## src/rtl/one_hot_encoder_pkg.sv

```systemverilog
// Shared widths for the one-hot encoder/decoder pair.
// No logic; constants only, so both codec halves agree on code widths.
// Changing OH_N requires OH_W to track ceil(log2(OH_N)).
package one_hot_encoder_pkg;

    localparam int OH_N = 32;
    localparam int OH_W = $clog2(OH_N);

endpackage

```

## src/rtl/onehot_prienc.sv

```systemverilog
// LSB-priority index search over a one-hot code, with zero/multi-hot detection.
// Latency: purely combinational.
// Backpressure: none; the caller registers the result.
module onehot_prienc
    import one_hot_encoder_pkg::*;
#(
    parameter int N = OH_N,
    parameter int W = OH_W
) (
    input  logic [N-1:0] bin,
    output logic [W-1:0] idx,
    output logic         zero,
    output logic         multi
);

    // Descending scan so the lowest set bit is the last assignment to win.
    always_comb begin
        idx = '0;
        for (int i = N - 1; i >= 0; i--) begin
            if (bin[i]) begin
                idx = W'(i);
            end
        end
    end

    // Clearing the lowest set bit leaves something only if two or more were set.
    assign zero  = ~|bin;
    assign multi = |(bin & (bin - N'(1)));

endmodule

```

## src/rtl/one_hot_encoder.sv

```systemverilog
// One-hot to binary encoder with LSB priority, error flags and a saturating error counter.
// Latency: one cycle from input transfer to out_valid.
// Backpressure: in_ready = !out_valid || out_ready; a stalled result holds in place.
module one_hot_encoder
    import one_hot_encoder_pkg::*;
#(
    parameter int N = OH_N,
    parameter int W = OH_W
) (
    input  logic         clk,
    input  logic         rst,
    input  logic [N-1:0] Bin,
    input  logic         in_valid,
    output logic         in_ready,
    output logic [W-1:0] Bout,
    output logic         out_valid,
    input  logic         out_ready,
    output logic         err_zero,
    output logic         err_multi,
    input  logic         err_clr,
    output logic [7:0]   err_count
);

    logic [W-1:0] enc_idx;
    logic         enc_zero;
    logic         enc_multi;
    logic         in_xfer;

    onehot_prienc #(
        .N (N),
        .W (W)
    ) u_prienc (
        .bin   (Bin),
        .idx   (enc_idx),
        .zero  (enc_zero),
        .multi (enc_multi)
    );

    assign in_ready = !out_valid || out_ready;
    assign in_xfer  = in_valid && in_ready;

    always_ff @(posedge clk) begin
        if (rst) begin
            out_valid <= 1'b0;
            Bout      <= '0;
            err_zero  <= 1'b0;
            err_multi <= 1'b0;
        end else if (in_xfer) begin
            out_valid <= 1'b1;
            Bout      <= enc_idx;
            err_zero  <= enc_zero;
            err_multi <= enc_multi;
        end else if (out_ready) begin
            out_valid <= 1'b0;
        end
    end

    // Clear wins over a same-cycle increment.
    always_ff @(posedge clk) begin
        if (rst || err_clr) begin
            err_count <= 8'd0;
        end else if (in_xfer && (enc_zero || enc_multi) && (err_count != 8'hff)) begin
            err_count <= err_count + 8'd1;
        end
    end

endmodule

```

## config.mk

```make
export PLATFORM = sky130hd
export DESIGN_NAME = one_hot_encoder
export DESIGN_NICKNAME = d
export VERILOG_FILES = /design/src/rtl/one_hot_encoder_pkg.sv /design/src/rtl/onehot_prienc.sv /design/src/rtl/one_hot_encoder.sv
export SDC_FILE = /design/constraint.sdc
export NUM_CORES = 1
export LEC_CHECK = 0
export CORE_MARGIN = 2
export CORE_UTILIZATION = 40
export DETAILED_ROUTE_END_ITERATION = 8
export PLACE_DENSITY = 0.84
export SKIP_CTS_REPAIR_TIMING = 1
export SYNTH_ARGS = -nofsm -noshare
export SYNTH_HDL_FRONTEND = slang
export SYNTH_SLANG_ARGS = --single-unit
```

## constraint.sdc

```tcl
create_clock -name clk -period 3.8 [get_ports clk]
set_input_delay 0.76 -clock clk [delete_from_list [all_inputs] [get_ports clk]]
set_output_delay 0.76 -clock clk [all_outputs]
set_load 0.01 [all_outputs]
```

==> run_results.csv <==
group,metric,value,unit
outcome,outcome,"completed",
sta,layout_setup_ws,338,ps
placed_design,place_ws,106,ps
drt,viasPerCell,5.93,
layout,layout.nets,301,
placed_design,dp.cells,306,
global_routing,grt_pass1_wl,7100,um
placed_design,portBuffers,53,
sta,max_freq,0.289,GHz
synth,yosys_most_used_dff,"dfxtp_1",
synth,ys_async_sr_fraction,0,%
floorplan,start_util,41.6,%
synth,synth_cell_types,53,
setup_path,timing_worst_setup_path_type,"in2reg",
global_routing,grt_overflow_total,0,
drt,post_drt_wl_per_cell,13.7,um
sta,post-route-min-period,3460,ps
floorplan,row_count,22,
drt,first_iter_violations,107,
drt,dr.pass1.iters,4,
clock_network,clock_latency,250,ps
synth,synth_cells,208,
setup_path,arrival,3650,ps
clock_network,cts_buffer_depth,2,
global_routing,grt_pass1_vias,1660,
drt,vias,1837,
clock_network,cts_buffers,3,
layout,syn_to_final_growth,40.6,%
synth,avgSynthCellArea,7.26,um^2
layout,antenna_cells,0,
floorplan,io_pins,54,
drt,ant_nets,0,
sta,setup-tns-final,0,ps
setup_path,path_delay_family,"simple AND/OR/NAND/NOR gates",
setup_path,path_buf_inv,2,
layout,final_common_cell,"clkdlybuf4s50_1",
power,p_leak,0.725,nW
setup_path,crit_path_end_kind,"flop",
synth,synth_warnings,0,
sta,hold_viol,0,
setup_path,path_cells,"clkdlybuf4s50_1 -> nor4_1 -> nand4_1 -> buf_4 -> a2111oi_0 -> nor3_1 -> nor4_1 -> a21oi_2 -> nand4_1 -> mux2i_1",
sta,hold_ws,453,ps
clock_network,cts-root-buf,"clkbuf_8",
clock_network,cts-htree-levels,1,
setup_path,start_kind,"primary input",
power,p_per_area,217,mW/mm^2
global_routing,grt_max_degree,18,
sta,setup-violations-final,0,
layout,mostFrequentLayoutCells,"clkdlybuf4s50_1 (53), nor3_1 (26), nor2_1 (23)",
floorplan,die-area,0.00428,mm^2
layout,drive_gt1_share,9.92,%
synth,synth_seq_cells,16,
placed_design,hpwl,3430,um
synth,synth_edf_count,0,
clock_network,cts_sinks,16,
sta,final_max_slew_viol_count,0,
drt,drc_errors,0,
worst_hold_path,hp-class,"reg2reg",
synth,netlist_area,0.00151,mm^2
sta,rsz0062_at_grt,"no",
drt,routed_wl,4250,um
sta,worst_pin_slew,611,ps
synth,synth_nets,246,
layout,instances_no_fill,310,
floorplan,dieWidth,65.4,um
floorplan,die_h,65.4,um
layout,fill_cells,358,
sta,finClkSkew,0.674,ps
setup_path,cp_max_fo,13,
sta,slew-limit-headroom,59.1,%
global_routing,grt_antenna_before_repair,0,
clock_network,clk_pin_slew,60,ps
global_routing,track_usage,20.5,%
power,worst_ir_drop_vdd,0.000135,V
clock_network,cts_tree,"done",
placed_design,place.gp.congestion,0.864,
synth,synth.yosys.seq_area_share,21.2,%
setup_path,max_stage_delay,520,ps
floorplan,core_area,0.00363,mm^2
sta,finalCritPeriodShare,91.1,%
layout,post-route-util,58.4,%
setup_path,cp_slowest_cell,"clkdlybuf4s50_1",
setup_path,crit_required,3990,ps
flow_run,maxCapViolCount,0,
-- cells in the mapped netlist, types with 2 or more instances --
library cell  number  share of area [%]
a31oi_1            2               0.83
buf_6              4                3.0
mux2i_1            2                1.3
or4_4              2                1.5
a211oi_1           4                2.0
nor2_1            23                5.7
nand3_1            4                1.3
nor4_1             7                2.9
and3_1             3                1.2
a2111oi_0          2                1.2
o21ai_1            2               0.66
dfxtp_1           16                 21
a31o_2             2                1.2
buf_4              2               0.99
clkbuf_1           2               0.50
inv_1              9                2.2
nor4_4             3                4.2
nand2b_1           2               0.83
a21oi_1           21                7.0
o31ai_1            2               0.99
nand4_1            6                2.5
or2_2              2               0.83
a31o_1             2                1.2
o221ai_1           2                1.2
nand2_1           15                3.7
o31a_1             3                1.7
o41ai_1            2                1.2
o21ai_0            8                2.7
xnor2_1            2                1.2
or3_1              2               0.83
o211ai_1           2               0.99
o21bai_1           2               0.99
nor3_1            26                8.6
-- layout make-up --
cell class	instances	area [um^2]	area share [%]
multi-input cells	172	1060	50.1
repair buffers	61	591	27.8
flip-flops and latches	16	320	15.1
well taps	48	60.1	2.83
clock buffers	4	55.1	2.59
inverters	9	33.8	1.59
-- worst min-delay path: cells and delay by family, from the launching register on --
| kind | cells | cell delay, ps |
|---|---|---|
| compound gates | 1 | 50 |
| flops | 1 | 310 |
| simple gates | 1 | 50 |
-- layer usage --
metal / vias up / share of wire, % / global-route usage (%)
met1: 837 / 43 / 26.9
met3: 12 / 7.6 / 3.25
met5: - / 0 / 0
met2: 72 / 47 / 34.1
met4: 0 / 2.1 / 6.77
li1: 916 / - / -
-- final timing paths --
| check | start | cells past startpoint | slack (ps) | endpoint |
|---|---|---|---|---|
| worst max-delay path | Bin[10] | 10 | 340 | err_count[4]$_SDFFE_PP0P_ |
| worst min register to register | err_zero$_SDFFE_PP0P_ | 2 | 450 | err_zero$_SDFFE_PP0P_ |
| worst max register to register | err_count[0]$_SDFFE_PP0P_ | 6 | 1890 | err_count[2]$_SDFFE_PP0P_ |
| worst min-delay path | err_zero$_SDFFE_PP0P_ | 2 | 450 | err_zero$_SDFFE_PP0P_ |
-- logic make-up after synthesis --
| group | Yosys count | share of synthesized area [%] |
|---|---|---|
| AO/OA/AOI/OAI | 68 | 31.1 |
| XOR/XNOR | 2 | 1.16 |
| adder cells (fa/ha/maj) | 1 | 0.828 |
| buffers and inverters | 20 | 8.37 |
| flip-flops | 16 | 21.2 |
| multiplexers | 2 | 1.33 |
| AND/OR/NAND/NOR | 99 | 36.0 |
-- sequential cells by signal, summed over array words and instances, names as in the netlist --
signal and cells:
Bout 5, err_count 8, err_multi 1, err_zero 1, out_valid 1
-- stage by stage --
stage | power (mW) | instance area [um^2]
finish | 0.460 | 2120
global route | 0.484 | 2120
CTS | 0.462 | 2120
detailed placement | 0.309 | 2070
global placement | 0.308 | 2070
floorplan | 0.238 | 1510
-- report_power, final --
group	internal, mW	total [mW]	switching (mW)
clock network	0.0921	0.153	0.0612
logic	0.0661	0.133	0.0668
registers	0.171	0.174	0.00275
total	0.329	0.460	0.131
Note: power is estimated with default switching activity, not from simulation.
